## config.mk

```make
export PLATFORM = sky130hd
export DESIGN_NAME = alu_seq_flat
export DESIGN_NICKNAME = d
export VERILOG_FILES = /design/src/rtl/alu_seq_if.sv /design/src/rtl/alu_seq.sv /design/src/flat_wrapper.sv
export SDC_FILE = /design/constraint.sdc
export NUM_CORES = 1
export LEC_CHECK = 0
export BUFFER_PORTS_ARGS = -buffer_cell sky130_fd_sc_hd__buf_2
export CAP_MARGIN = 20
export CORE_UTILIZATION = 40
export DETAILED_ROUTE_END_ITERATION = 7
export HOLD_SLACK_MARGIN = 0.06
export PLACE_DENSITY = 0.58
export SKIP_CTS_REPAIR_TIMING = 1
export SLEW_MARGIN = 25
export SYNTH_ARGS = -nofsm -noshare
export SYNTH_HDL_FRONTEND = slang
export SYNTH_SLANG_ARGS = --single-unit
```

## constraint.sdc

```tcl
create_clock -name clk -period 4.4 [get_ports clk]
set_input_delay 0.44 -clock clk [delete_from_list [all_inputs] [get_ports clk]]
set_output_delay 0.44 -clock clk [all_outputs]
set_load 0.01 [all_outputs]
```

## src/rtl/alu_seq_if.sv

```systemverilog
`default_nettype none
// +-----------------------------------------------------------------------------+
// | alu_seq_if                                                                  |
// | Operand/opcode/carry-in bus to the 16-bit ALU and its result/flag return.   |
// | Revision: 1.0                                                               |
// +-----------------------------------------------------------------------------+
interface alu_seq_if;
    logic [15:0] alu_a;
    logic [15:0] alu_b;
    logic [7:0]  alu_op;
    logic        alu_cf;
    logic [15:0] alu_acc;
    logic        alu_c;
    logic        alu_z;
    logic        alu_o;

    modport master (
        output alu_a, alu_b, alu_op, alu_cf,
        input  alu_acc, alu_c, alu_z, alu_o
    );

    modport slave (
        input  alu_a, alu_b, alu_op, alu_cf,
        output alu_acc, alu_c, alu_z, alu_o
    );
endinterface
`default_nettype wire

```

## src/rtl/alu_seq.sv

```systemverilog
`default_nettype none
// +-----------------------------------------------------------------------------+
// | alu_seq                                                                     |
// | Multi-word ADD/SUB/CMP sequencer driving a 16-bit ALU one word at a time.   |
// | Optional CMP support: define ALU_SEQ_CMP_EN.                                |
// | Revision: 1.0                                                               |
// +-----------------------------------------------------------------------------+
module alu_seq #(
    parameter int WORDS = 4
) (
    input  wire logic                  clk,
    input  wire logic                  rst_n,
    input  wire logic                  start,
    input  wire logic [1:0]            cmd,
    input  wire logic [16*WORDS-1:0]   opa,
    input  wire logic [16*WORDS-1:0]   opb,
    output logic                       ready,
    output logic                       done,
    output logic [16*WORDS-1:0]        result,
    output logic                       carry,
    output logic                       zero,
    output logic                       ovf,
    output logic                       err,
    alu_seq_if.master                  alu_bus
);
    localparam int c_W     = 16 * WORDS;
    localparam int c_IDX_W = (WORDS > 1) ? $clog2(WORDS) : 1;
    localparam logic [c_IDX_W-1:0] c_TOP = c_IDX_W'(WORDS - 1);

    localparam logic [7:0] c_OP_NOP = 8'h00;
    localparam logic [7:0] c_OP_ADD = 8'h01;
    localparam logic [7:0] c_OP_ADC = 8'h02;
    localparam logic [7:0] c_OP_SUB = 8'h03;
    localparam logic [7:0] c_OP_SBB = 8'h04;
`ifdef ALU_SEQ_CMP_EN
    localparam logic [7:0] c_OP_CMP = 8'h09;
`endif

    typedef enum logic [1:0] {
        S_IDLE    = 2'd0,
        S_ISSUE   = 2'd1,
        S_CAPTURE = 2'd2,
        S_DONE    = 2'd3
    } state_t;

    state_t               r_state, w_state_nxt;
    logic [c_IDX_W-1:0]   r_idx, w_idx_nxt;
    logic                 r_sub, w_sub_nxt;
`ifdef ALU_SEQ_CMP_EN
    logic                 r_cmp, w_cmp_nxt;
`endif
    logic                 r_rej, w_rej_nxt;
    logic                 r_zacc, w_zacc_nxt;
    logic [c_W-1:0]       r_opa, w_opa_nxt;
    logic [c_W-1:0]       r_opb, w_opb_nxt;
    logic [c_W-1:0]       r_work, w_work_nxt;
    logic [c_W-1:0]       r_result, w_result_nxt;
    logic                 r_carry, w_carry_nxt;
    logic                 r_zero, w_zero_nxt;
    logic                 r_ovf, w_ovf_nxt;
    logic [15:0]          r_alu_a, w_alu_a_nxt;
    logic [15:0]          r_alu_b, w_alu_b_nxt;
    logic [7:0]           r_alu_op, w_alu_op_nxt;
    logic                 r_alu_cf, w_alu_cf_nxt;

    logic [15:0]          w_a_cur;
    logic [15:0]          w_b_cur;
    logic                 w_r15;
    logic                 w_co;
    logic                 w_bo;
    logic                 w_chain;
    logic [c_IDX_W-1:0]   w_idx_inc;

    function automatic logic [15:0] f_word(input logic [c_W-1:0] v, input logic [c_IDX_W-1:0] i);
        return v[16*int'(i) +: 16];
    endfunction

    // The ALU's c flag is a sign-extension bit, so the unsigned inter-word
    // carry/borrow is rebuilt from the operand and result MSBs.
    assign w_a_cur   = f_word(r_opa, r_idx);
    assign w_b_cur   = f_word(r_opb, r_idx);
    assign w_r15     = alu_bus.alu_acc[15];
    assign w_co      = (w_a_cur[15] & w_b_cur[15]) | ((w_a_cur[15] | w_b_cur[15]) & ~w_r15);
    assign w_bo      = (~w_a_cur[15] & w_b_cur[15]) | ((~w_a_cur[15] | w_b_cur[15]) & w_r15);
    assign w_chain   = r_sub ? w_bo : w_co;
    assign w_idx_inc = r_idx + 1'b1;

`ifndef ALU_SEQ_CMP_EN
    logic w_unused;
    assign w_unused = alu_bus.alu_c;
`endif

    always_comb begin
        w_state_nxt  = r_state;
        w_idx_nxt    = r_idx;
        w_sub_nxt    = r_sub;
`ifdef ALU_SEQ_CMP_EN
        w_cmp_nxt    = r_cmp;
`endif
        w_rej_nxt    = r_rej;
        w_zacc_nxt   = r_zacc;
        w_opa_nxt    = r_opa;
        w_opb_nxt    = r_opb;
        w_work_nxt   = r_work;
        w_result_nxt = r_result;
        w_carry_nxt  = r_carry;
        w_zero_nxt   = r_zero;
        w_ovf_nxt    = r_ovf;
        w_alu_a_nxt  = r_alu_a;
        w_alu_b_nxt  = r_alu_b;
        w_alu_op_nxt = c_OP_NOP;
        w_alu_cf_nxt = r_alu_cf;

        case (r_state)
            S_IDLE: begin
                if (start) begin
                    w_opa_nxt  = opa;
                    w_opb_nxt  = opb;
                    w_rej_nxt  = 1'b0;
                    w_zacc_nxt = 1'b1;
                    case (cmd)
                        2'd0, 2'd1: begin
                            w_sub_nxt    = cmd[0];
`ifdef ALU_SEQ_CMP_EN
                            w_cmp_nxt    = 1'b0;
`endif
                            w_idx_nxt    = '0;
                            w_alu_a_nxt  = opa[15:0];
                            w_alu_b_nxt  = opb[15:0];
                            w_alu_op_nxt = cmd[0] ? c_OP_SUB : c_OP_ADD;
                            w_alu_cf_nxt = 1'b0;
                            w_state_nxt  = S_ISSUE;
                        end
`ifdef ALU_SEQ_CMP_EN
                        2'd2: begin
                            w_sub_nxt    = 1'b0;
                            w_cmp_nxt    = 1'b1;
                            w_idx_nxt    = c_TOP;
                            w_alu_a_nxt  = f_word(opa, c_TOP);
                            w_alu_b_nxt  = f_word(opb, c_TOP);
                            w_alu_op_nxt = c_OP_CMP;
                            w_alu_cf_nxt = 1'b0;
                            w_state_nxt  = S_ISSUE;
                        end
`endif
                        default: begin
                            w_rej_nxt   = 1'b1;
                            w_state_nxt = S_DONE;
                        end
                    endcase
                end
            end

            S_ISSUE: begin
                w_state_nxt = S_CAPTURE;
            end

            S_CAPTURE: begin
`ifdef ALU_SEQ_CMP_EN
                // CMP walks from the most significant word; first difference decides.
                if (r_cmp) begin
                    if (!alu_bus.alu_z) begin
                        w_carry_nxt = alu_bus.alu_c;
                        w_ovf_nxt   = alu_bus.alu_o;
                        w_zero_nxt  = 1'b0;
                        w_state_nxt = S_DONE;
                    end else if (r_idx == '0) begin
                        w_carry_nxt = 1'b0;
                        w_ovf_nxt   = 1'b0;
                        w_zero_nxt  = 1'b1;
                        w_state_nxt = S_DONE;
                    end else begin
                        w_idx_nxt    = r_idx - 1'b1;
                        w_alu_a_nxt  = f_word(r_opa, r_idx - 1'b1);
                        w_alu_b_nxt  = f_word(r_opb, r_idx - 1'b1);
                        w_alu_op_nxt = c_OP_CMP;
                        w_alu_cf_nxt = 1'b0;
                        w_state_nxt  = S_ISSUE;
                    end
                end else
`endif
                begin
                    w_work_nxt[16*int'(r_idx) +: 16] = alu_bus.alu_acc;
                    w_zacc_nxt = r_zacc & alu_bus.alu_z;
                    if (r_idx == c_TOP) begin
                        w_result_nxt = w_work_nxt;
                        w_carry_nxt  = w_chain;
                        w_zero_nxt   = r_zacc & alu_bus.alu_z;
                        w_ovf_nxt    = alu_bus.alu_o;
                        w_state_nxt  = S_DONE;
                    end else begin
                        w_idx_nxt    = w_idx_inc;
                        w_alu_a_nxt  = f_word(r_opa, w_idx_inc);
                        w_alu_b_nxt  = f_word(r_opb, w_idx_inc);
                        w_alu_op_nxt = r_sub ? c_OP_SBB : c_OP_ADC;
                        w_alu_cf_nxt = w_chain;
                        w_state_nxt  = S_ISSUE;
                    end
                end
            end

            S_DONE: begin
                w_state_nxt = S_IDLE;
            end

            default: begin
                w_state_nxt = S_IDLE;
            end
        endcase
    end

    always_ff @(posedge clk) begin
        if (!rst_n) begin
            r_state  <= S_IDLE;
            r_idx    <= '0;
            r_sub    <= 1'b0;
`ifdef ALU_SEQ_CMP_EN
            r_cmp    <= 1'b0;
`endif
            r_rej    <= 1'b0;
            r_zacc   <= 1'b0;
            r_result <= '0;
            r_carry  <= 1'b0;
            r_zero   <= 1'b0;
            r_ovf    <= 1'b0;
            r_alu_a  <= '0;
            r_alu_b  <= '0;
            r_alu_op <= c_OP_NOP;
            r_alu_cf <= 1'b0;
        end else begin
            r_state  <= w_state_nxt;
            r_idx    <= w_idx_nxt;
            r_sub    <= w_sub_nxt;
`ifdef ALU_SEQ_CMP_EN
            r_cmp    <= w_cmp_nxt;
`endif
            r_rej    <= w_rej_nxt;
            r_zacc   <= w_zacc_nxt;
            r_result <= w_result_nxt;
            r_carry  <= w_carry_nxt;
            r_zero   <= w_zero_nxt;
            r_ovf    <= w_ovf_nxt;
            r_alu_a  <= w_alu_a_nxt;
            r_alu_b  <= w_alu_b_nxt;
            r_alu_op <= w_alu_op_nxt;
            r_alu_cf <= w_alu_cf_nxt;
        end
    end

    // Operand and scratch storage is always written before it is read.
    always_ff @(posedge clk) begin
        r_opa  <= w_opa_nxt;
        r_opb  <= w_opb_nxt;
        r_work <= w_work_nxt;
    end

    assign ready          = (r_state == S_IDLE);
    assign done           = (r_state == S_DONE);
    assign err            = (r_state == S_DONE) & r_rej;
    assign result         = r_result;
    assign carry          = r_carry;
    assign zero           = r_zero;
    assign ovf            = r_ovf;
    assign alu_bus.alu_a  = r_alu_a;
    assign alu_bus.alu_b  = r_alu_b;
    assign alu_bus.alu_op = r_alu_op;
    assign alu_bus.alu_cf = r_alu_cf;
endmodule
`default_nettype wire

```

## src/flat_wrapper.sv

```systemverilog
// flat-port wrapper written by rule: the top's interface ports become plain ports
module alu_seq_flat 
#(
    parameter int WORDS = 4
)
  (clk, rst_n, start, cmd, opa, opb, ready, done, result, carry, zero, ovf, err, alu_bus_alu_a, alu_bus_alu_b, alu_bus_alu_op, alu_bus_alu_cf, alu_bus_alu_acc, alu_bus_alu_c, alu_bus_alu_z, alu_bus_alu_o);
  alu_seq_if alu_bus_i ();
  input  wire logic clk;
  input  wire logic rst_n;
  input  wire logic start;
  input  wire logic [1:0] cmd;
  input  wire logic [16*WORDS-1:0] opa;
  input  wire logic [16*WORDS-1:0] opb;
  output logic ready;
  output logic done;
  output logic [16*WORDS-1:0] result;
  output logic carry;
  output logic zero;
  output logic ovf;
  output logic err;
  output wire logic [$bits(alu_bus_i.alu_a)-1:0] alu_bus_alu_a;
  output wire logic [$bits(alu_bus_i.alu_b)-1:0] alu_bus_alu_b;
  output wire logic [$bits(alu_bus_i.alu_op)-1:0] alu_bus_alu_op;
  output wire logic [$bits(alu_bus_i.alu_cf)-1:0] alu_bus_alu_cf;
  input wire logic [$bits(alu_bus_i.alu_acc)-1:0] alu_bus_alu_acc;
  input wire logic [$bits(alu_bus_i.alu_c)-1:0] alu_bus_alu_c;
  input wire logic [$bits(alu_bus_i.alu_z)-1:0] alu_bus_alu_z;
  input wire logic [$bits(alu_bus_i.alu_o)-1:0] alu_bus_alu_o;
  assign alu_bus_alu_a = alu_bus_i.alu_a;
  assign alu_bus_alu_b = alu_bus_i.alu_b;
  assign alu_bus_alu_op = alu_bus_i.alu_op;
  assign alu_bus_alu_cf = alu_bus_i.alu_cf;
  assign alu_bus_i.alu_acc = alu_bus_alu_acc;
  assign alu_bus_i.alu_c = alu_bus_alu_c;
  assign alu_bus_i.alu_z = alu_bus_alu_z;
  assign alu_bus_i.alu_o = alu_bus_alu_o;
  alu_seq #(.WORDS(WORDS)) u_core (.clk(clk), .rst_n(rst_n), .start(start), .cmd(cmd), .opa(opa), .opb(opb), .ready(ready), .done(done), .result(result), .carry(carry), .zero(zero), .ovf(ovf), .err(err), .alu_bus(alu_bus_i));
endmodule
```

==> results of run 1 <==
-- cell type report --
| class | count | area, um^2 | area share |
|---|---|---|---|
| flip-flops and latches | 302 | 7970 | 0.552 |
| multi-input cells | 466 | 3490 | 0.242 |
| repair buffers | 265 | 1370 | 0.0951 |
| clock buffers | 54 | 987 | 0.0684 |
| well taps | 384 | 480 | 0.0333 |
| clock inverters | 7 | 87.6 | 0.00607 |
| inverters | 10 | 42.5 | 0.00295 |
| diodes | 3 | 7.51 | 0.000520 |
-- power by group through the flow --
stage	logic [mW]	clock network, mW	registers [mW]
after global routing	0.607	2.90	3.28
final	0.549	2.73	3.26
after detailed placement	0.559	0	3.32
after floorplan	0.360	0	3.32
after global placement	0.552	0	3.32
after CTS	0.561	2.80	3.26
-- state kept, by name, indices dropped and copies added (netlist names) --
register,count
u_core.r_opa,64
u_core.r_opb,64
u_core.r_work,64
u_core.result,64
u_core.alu_bus.alu_a,16
u_core.alu_bus.alu_b,16
u_core.alu_bus.alu_op,3
u_core.r_idx,2
u_core.r_state,2
u_core.alu_bus.alu_cf,1
u_core.carry,1
u_core.ovf,1
u_core.r_rej,1
u_core.r_sub,1
u_core.r_zacc,1
u_core.zero,1
-- layout by cell type, fill, tap and decap left out, drive strengths merged, types with 2 or more instances in the layout --
master,n
buf,265
edfxtp,192
nand2,141
dfxtp,110
nor2,56
clkbuf,54
a22o,51
a311oi,45
nand2b,41
o211a,38
mux4,34
a21oi,23
inv,11
ha,6
conb,5
clkinv,4
diode,3
and3,3
o21ai,3
nor2b,2
nor3,2
bufinv,2
or3b,2
and2,2
-- worst max-delay path: cells and delay by family, from the launching register on --
kind	cells	cell delay (ps)
flip-flops	1	880
adder cells (fa/ha/maj)	1	450
buffers and inverters	2	710
AND/OR/NAND/NOR	1	100
AO/OA/AOI/OAI	1	100
multiplexers	1	570
-- kinds of logic (layout without fill, tap and decap cells) --
logic type / after synthesis / after routing / share of synthesized area
muxes: 35 / 35 / 0.0654
AOI/OAI and AO/OA: 163 / 163 / 0.123
adders and majority gates: 6 / 6 / 0.00633
buffers and inverters: 73 / 336 / 0.0361
and+or+nand+nor: 257 / 257 / 0.0973
other: 1 / 8 / 0.000316
DFF: 302 / 302 / 0.672
-- worst paths after layout --
path	startpoint	slack, ps	endpoint	cells past startpoint
max	u_core.r_idx[0]	1400	u_core.alu_bus.alu_b[15]	6
min reg2reg	u_core.result[48]	450	u_core.result[48]	2
min	opb[58]	110	u_core.r_opb[58]	1
max reg2reg	u_core.r_idx[0]	1400	u_core.alu_bus.alu_b[15]	6
-- layer usage --
metal / global-route usage / vias up / part of all wire
met5: 0 / - / 0.0020
met4: 0.0581 / 8 / 0.023
met3: 0.0588 / 54 / 0.080
met2: 0.292 / 222 / 0.47
met1: 0.231 / 3671 / 0.42
li1: - / 3644 / -
-- metrics by stage --
stage               hold slack, ps  area [um^2]  setup slack (ps)  power, mW  utilization
finish                         114        14400              1400       6.54        0.499
global route                  92.2        14400              1130       6.79        0.499
CTS                           96.2        14400              1250       6.62        0.499
detailed placement             443        13400              1260       3.88        0.462
global placement               440        13400              1270       3.87        0.462
floorplan                      432        11900               471       3.68            -
==> results.toml, run 1 <==
[cts]
numCtsBuffers = 34
h-tree-depth = 2
clk_pin_slew_worst_paths_ps = 60
cts-root-buf = "clkbuf_16"
clkLatencyLatePin_ps = 500
cts_tree = "built"
clock-sinks = 302
cts.path.max_buffers = 3

[logic_synthesis]
yosys.area.top_type_share = 0.486
yosysTopAreaCell = "edfxtp_1"
synth_most_common_cell = "edfxtp_1"
seq_area_frac_synth = 0.672
syn_avg_cell_area_um2 = 14.2
yosys_warnings = 0
async_flop_share = 0
synth_common_cells = "192 x edfxtp_1, 140 x nand2_1, 110 x dfxtp_1"
synth-seq-cells = 302
synth_edf_count = 192
synth_area_leaders = "edfxtp_1 49%, dfxtp_1 19%, mux4_2 6.5%"
ys_types = 43
synth_top_flop_cell = "edfxtp_1"
syn-cell-area_um2 = 11900
netlist_instances = 837

[pwr]
power_switching_mw = 1.45
pwr-share-clk = 0.417
p_leak_nw = 6.06
swShare = 0.222
powerDensity_nw_per_um2 = 453
power_frac_comb = 0.084
pwr-share-seq = 0.499
vdd_ir_drop_max_uv = 429
internal_power_mw = 5.09

[grt]
grt_max_degree = 79
antenna_found_initial = 8
grt_use_total = 0.181
gr-total-overflow = 0
first_global_vias = 7449
grt_pass1_wl_um = 42500

[floorplan]
rows = 62
start_util = 0.410
core-area_um2 = 28900
io_pins = 263
die_w_um = 174
die_height_um = 174
die-area_um2 = 30400

[route]
drc = 0
drt_iter0_markers = 422
num_vias = 7599
drt-vias-per-instance = 5.10
route.detailed.wl_per_inst_um = 18.6
postRouteAntennaNets = 0
routed_wl_um = 27700
firstDrtPassIters = 4

[timing]
slew_viol_final = 0
rsz0062_at_grt = "no"
slew_headroom = 0.354
max_freq_mhz = 333
worst_pin_slew_ps = 965
fin_tns_setup_ps = 0
clock-skew-final_ps = 16.3
setup_viol = 0
finalCritPeriodShare = 0.682
hold_viol = 0
min_period_ps = 3000

[cells_and_area]
drive_above_1_share = 0.336
layout.nets = 1237
area_delta_synth_final_pct = 21.7
fillCellCount = 2537
layout.cells.non_filler = 1491

[worst_setup_path]
endpoint_kind = "flop"
arrival_ps = 3340
slowest_delay_ps = 880
critPathRequiredTime_ps = 4740
start_kind = "flop"
cp_slowest_cell = "dfxtp_4"
crit_type = "reg2reg"
path_max_fanout = 43
worstPathCellList = "inv_1, ha_2, buf_4, mux4_2, nand2_1, a311oi_2"

[place]
port_buffers = 256
place.gp.congestion = 0.770
hpwl_um = 18000
dp.cells = 1427

[min_path]
min_path_type = "in2reg"

[status]
status = "completed"

[run]
cap_viol_max_count = 0
(Power assumes the default switching activity.)
==> run 2, diff against run 1 <==
PLACE_DENSITY = 0.6   (was 0.58)
clock period = 2.7 ns   (was 4.4 ns; I/O delays follow)
==> results.toml, run 2 (synthesis gave the netlist of run 1 again) <==
[status]
status = "completed"

[pwr]
vdd_ir_drop_max_uv = 532
total_power_mw = 11.1
p_leak_nw = 6.71
powerDensity_nw_per_um2 = 695

[timing]
slew_headroom = 0.333
hold_viol = 0
setup_viol = 0
worst_pin_slew_ps = 996
finalCritPeriodShare = 0.856
slew_viol_final = 0
max_freq_mhz = 432
clock-skew-final_ps = 20.3
fin_tns_setup_ps = 0
holdWs_ps = 44.7
min_period_ps = 2310
rsz0062_at_grt = "no"

[cts]
cts_tree = "built"
cts-root-buf = "clkbuf_16"
clk_pin_slew_worst_paths_ps = 60
clock-sinks = 302
cts.path.max_buffers = 3
h-tree-depth = 2
numCtsBuffers = 35
clkLatencyLatePin_ps = 520

[floorplan]
die_w_um = 174
die-area_um2 = 30400
io_pins = 263
start_util = 0.410
rows = 62
core-area_um2 = 28900
die_height_um = 174

[worst_setup_path]
crit_type = "reg2reg"
critPathRequiredTime_ps = 3160
start_kind = "flop"
r2r-start = "u_core.r_idx[1]"
ff2ff_setup_slack_ps = 390
slowest_delay_ps = 840
path_max_fanout = 16
ff2ff_path_depth = 5
arrival_ps = 2770
cp_slowest_cell = "nor4b_4"
worstPathCellList = "inv_1, ha_2, nor4b_4, a22o_1, o211a_1"
endpoint_kind = "flop"
r2r_end = "u_core.result[6]"

[place]
port_buffers = 256
dp.cells = 1437
hpwl_um = 18600
place.gp.congestion = 0.764

[cells_and_area]
final_cell_mix = "256 x buf_2, 192 x edfxtp_1, 140 x nand2_1"
drive_above_1_share = 0.312
final_common_cell = "buf_2"
area_delta_synth_final_pct = 34.6
fillCellCount = 2397
layout.cells.non_filler = 1631
layout.nets = 1378
diodes = 0

[route]
routed_wl_um = 30400
firstDrtPassIters = 5
drt-vias-per-instance = 5.10
postRouteAntennaNets = 0
drc = 0
num_vias = 8316
route.detailed.wl_per_inst_um = 18.7
drt_iter0_markers = 615

[grt]
grt_max_degree = 83
grt_use_total = 0.185
gr-total-overflow = 0
antenna_found_initial = 0
grt_pass1_wl_um = 43200
first_global_vias = 7389

[min_path]
hold_depth = 3
min_path_type = "in2reg"
min-delay-start = "cmd[0]"
min_to = "u_core.r_sub"

[run]
cap_viol_max_count = 0
run 2: changes by cell type in the layout (fill, tap and decap cells not counted), moves of 3 or more:
cell,delta
buf_4,+3
clkinv_1,+3
diode_2,-3
clkbuf_1,-6
dlygate4sd3_1,+130
clkinvlp_4,+3
buf_12,+7
run 2: worst max-delay path by stage:
stage | end | cells after the start | slack [ps] | start
2_1_floorplan | u_core.r_opa[0] | 3 | -140 | u_core.r_state[1]
3_3_place_gp | u_core.result[14] | 5 | 410 | u_core.r_idx[1]
3_5_place_dp | u_core.result[1] | 5 | 390 | u_core.r_idx[1]
4_1_cts | u_core.result[6] | 5 | 320 | u_core.r_idx[1]
5_1_grt | u_core.result[9] | 5 | 210 | u_core.r_idx[1]
6_report | u_core.result[6] | 5 | 390 | u_core.r_idx[1]
run 2: final cells by class:
type | instances | area (um^2) | area share
flip-flops and latches | 302 | 7970 | 0.499
repair buffers | 405 | 2840 | 0.178
inverters | 10 | 43.8 | 0.00274
clock inverters | 17 | 179 | 0.0112
well taps | 384 | 480 | 0.0301
clock buffers | 47 | 962 | 0.0603
multi-input cells | 466 | 3490 | 0.219
run 2: power by group:
part	total, mW	internal (mW)	leakage (nW)	switching [mW]
Clock	4.67	2.81	0.553	1.86
Combinational	1.12	0.537	3.45	0.584
Sequential	5.30	5.21	2.70	0.0936
run 2: stage by stage:
step,util,cell area (um^2),setup WS [ps]
6_report,0.552,16000,388
5_1_grt,0.552,16000,209
4_1_cts,0.507,14700,317
3_5_place_dp,0.467,13500,388
3_3_place_gp,0.467,13500,409
2_1_floorplan,-,11900,-144
run 2: layer usage:
metal,share of wire,track usage,up-vias
li1,-,-,3922
met1,0.42,0.240,4063
met2,0.48,0.295,283
met3,0.075,0.0626,48
met4,0.018,0.0515,0
met5,0,0,-
run 2: critical path: cells and delay by family (launching register included):
family          cells  cell delay (ps)
compound gates      2              440
simple gates        1              840
buf+inv             1              150
flops               1              460
fa+ha+maj           1              350
==> run 3, diff against run 2 <==
--- a/config.mk
+++ b/config.mk
@@ -8,3 +8,3 @@
 export BUFFER_PORTS_ARGS = -buffer_cell sky130_fd_sc_hd__buf_2
-export CAP_MARGIN = 20
+export CAP_MARGIN = 30
 export CORE_UTILIZATION = 40
==> constraint.sdc (replaced) <==
create_clock -name clk -period 2.7 [get_ports clk]
set_input_delay 0.135 -clock clk [delete_from_list [all_inputs] [get_ports clk]]
set_output_delay 0.135 -clock clk [all_outputs]
set_load 0.01 [all_outputs]
==> results.toml, run 3 (synthesis gave the netlist of run 1 again) <==
[cells_and_area]
final_cell_mix = "256 x buf_2, 192 x edfxtp_1, 149 x dlygate4sd3_1"
diodes = 0
final_common_cell = "buf_2"
drive_above_1_share = 0.308
layout.nets = 1397
area_delta_synth_final_pct = 35.3
layout.cells.non_filler = 1649
fillCellCount = 2371

[route]
postRouteAntennaNets = 0
num_vias = 8297
m1WireLength_um = 12800
highest_layer = "met4"
routed_wl_um = 30600
met2RoutedLength_um = 14900
firstDrtPassIters = 5
wl_met3_um = 2100
drt-vias-per-instance = 5.03
route.detailed.wl_per_inst_um = 18.6
drt_iter0_markers = 485
drc = 0

[worst_setup_path]
worst-path-buf-inv = 1
ff2ff_path_depth = 5
crit_family = "simple AND/OR/NAND/NOR gates"
start_kind = "flop"
arrival_ps = 2750
slowest_delay_ps = 830
endpoint_kind = "flop"
cp_slowest_cell = "nor4b_4"
path_max_fanout = 16
r2r-start = "u_core.r_idx[1]"
critPathRequiredTime_ps = 3150
worstPathCellList = "inv_1, ha_2, nor4b_4, a22o_1, o211a_1"
crit_type = "reg2reg"
worstSetupStartpoint = "u_core.r_idx[1]"
path_depth = 5

[grt]
grt_pass1_wl_um = 43300
gr-total-overflow = 0
first_global_vias = 7532
antenna_found_initial = 0
grt_use_total = 0.184
grt_max_degree = 69

[timing]
finalCritPeriodShare = 0.850
hold_viol = 0
slew_headroom = 0.347
worst_pin_slew_ps = 975
clock-skew-final_ps = 10.6
slew_viol_final = 0
rsz0062_at_grt = "no"
min_period_ps = 2300
setup_ws_ps = 405
max_freq_mhz = 436
setup_viol = 0

[floorplan]
die-area_um2 = 30400
start_util = 0.410
core-area_um2 = 28900
rows = 62
io_pins = 263
die_height_um = 174
die_w_um = 174

[run]
cap_viol_max_count = 0

[place]
hpwl_um = 18800
dp_worst_setup_slack_ps = 409
place.gp.congestion = 0.764
port_buffers = 256
dp.cells = 1438

[pwr]
powerDensity_nw_per_um2 = 672
vdd_ir_drop_max_uv = 514
p_leak_nw = 6.76
total_power_mw = 10.8

[min_path]
min_path_type = "in2reg"
min-delay-start = "alu_bus_alu_acc[2]"
hold_depth = 2

[status]
status = "completed"

[cts]
clkLatencyLatePin_ps = 500
clk_pin_slew_worst_paths_ps = 60
clock-sinks = 302
numCtsBuffers = 34
cts.path.max_buffers = 3
cts-root-buf = "clkbuf_16"
h-tree-depth = 2
cts_tree = "built"
-- run 3: cell types whose count changed in the layout (fill, tap and decap cells not counted) --
cell / change
clkinvlp_4: -2
clkinv_2: +4
inv_6: -1
clkbuf_8: +2
clkbuf_1: -2
buf_12: -2
clkinv_8: +1
dlygate4sd3_1: +19
buf_4: +3
bufinv_16: -3
clkbuf_16: -1
-- run 3: worst paths after layout --
path / to / slack, ps
worst min-delay path: u_core.r_work[34] / 60
worst max-delay path: u_core.result[7] / 400
worst max register to register: u_core.result[7] / 400
worst min register to register: u_core.result[48] / 450
-- run 3: worst register-to-register path, stage by stage, from the launching register on --
cell and delay, ps:
dfxtp_1 480, inv_1 150, ha_2 350, nor4b_4 830, a22o_1 280, o211a_1 160
-- run 3: metrics by stage --
step | setup TNS [ps] | util | instance area, um^2 | hold WS (ps)
floorplan | -18430 | - | 11900 | 214
global placement | 0 | 0.467 | 13500 | 311
detailed placement | 0 | 0.467 | 13500 | 313
CTS | 0 | 0.503 | 14600 | -222
global route | 0 | 0.555 | 16100 | 61.2
finish | 0 | 0.555 | 16100 | 57.3
-- run 3: routing by layer --
metal / GRT usage / vias to the layer above
met5: 0 / -
met4: 0.0548 / 0
met3: 0.0591 / 59
met2: 0.295 / 295
met1: 0.238 / 3992
li1: - / 3951
-- run 3: layout make-up --
type / count / area [um^2] / area share
Sequential cell: 302 / 7970 / 0.497
Multi-Input combinational cell: 466 / 3490 / 0.217
Timing Repair Buffer: 425 / 3010 / 0.187
Clock buffer: 46 / 957 / 0.0596
Tap cell: 384 / 480 / 0.0299
Clock inverter: 16 / 101 / 0.00631
Inverter: 10 / 43.8 / 0.00273
-- run 3: report_power, final --
group | switching (mW) | internal, mW | leakage [nW] | total, mW
Combinational | 0.595 | 0.553 | 3.53 | 1.15
Clock | 1.83 | 2.51 | 0.528 | 4.34
Sequential | 0.0918 | 5.21 | 2.70 | 5.30
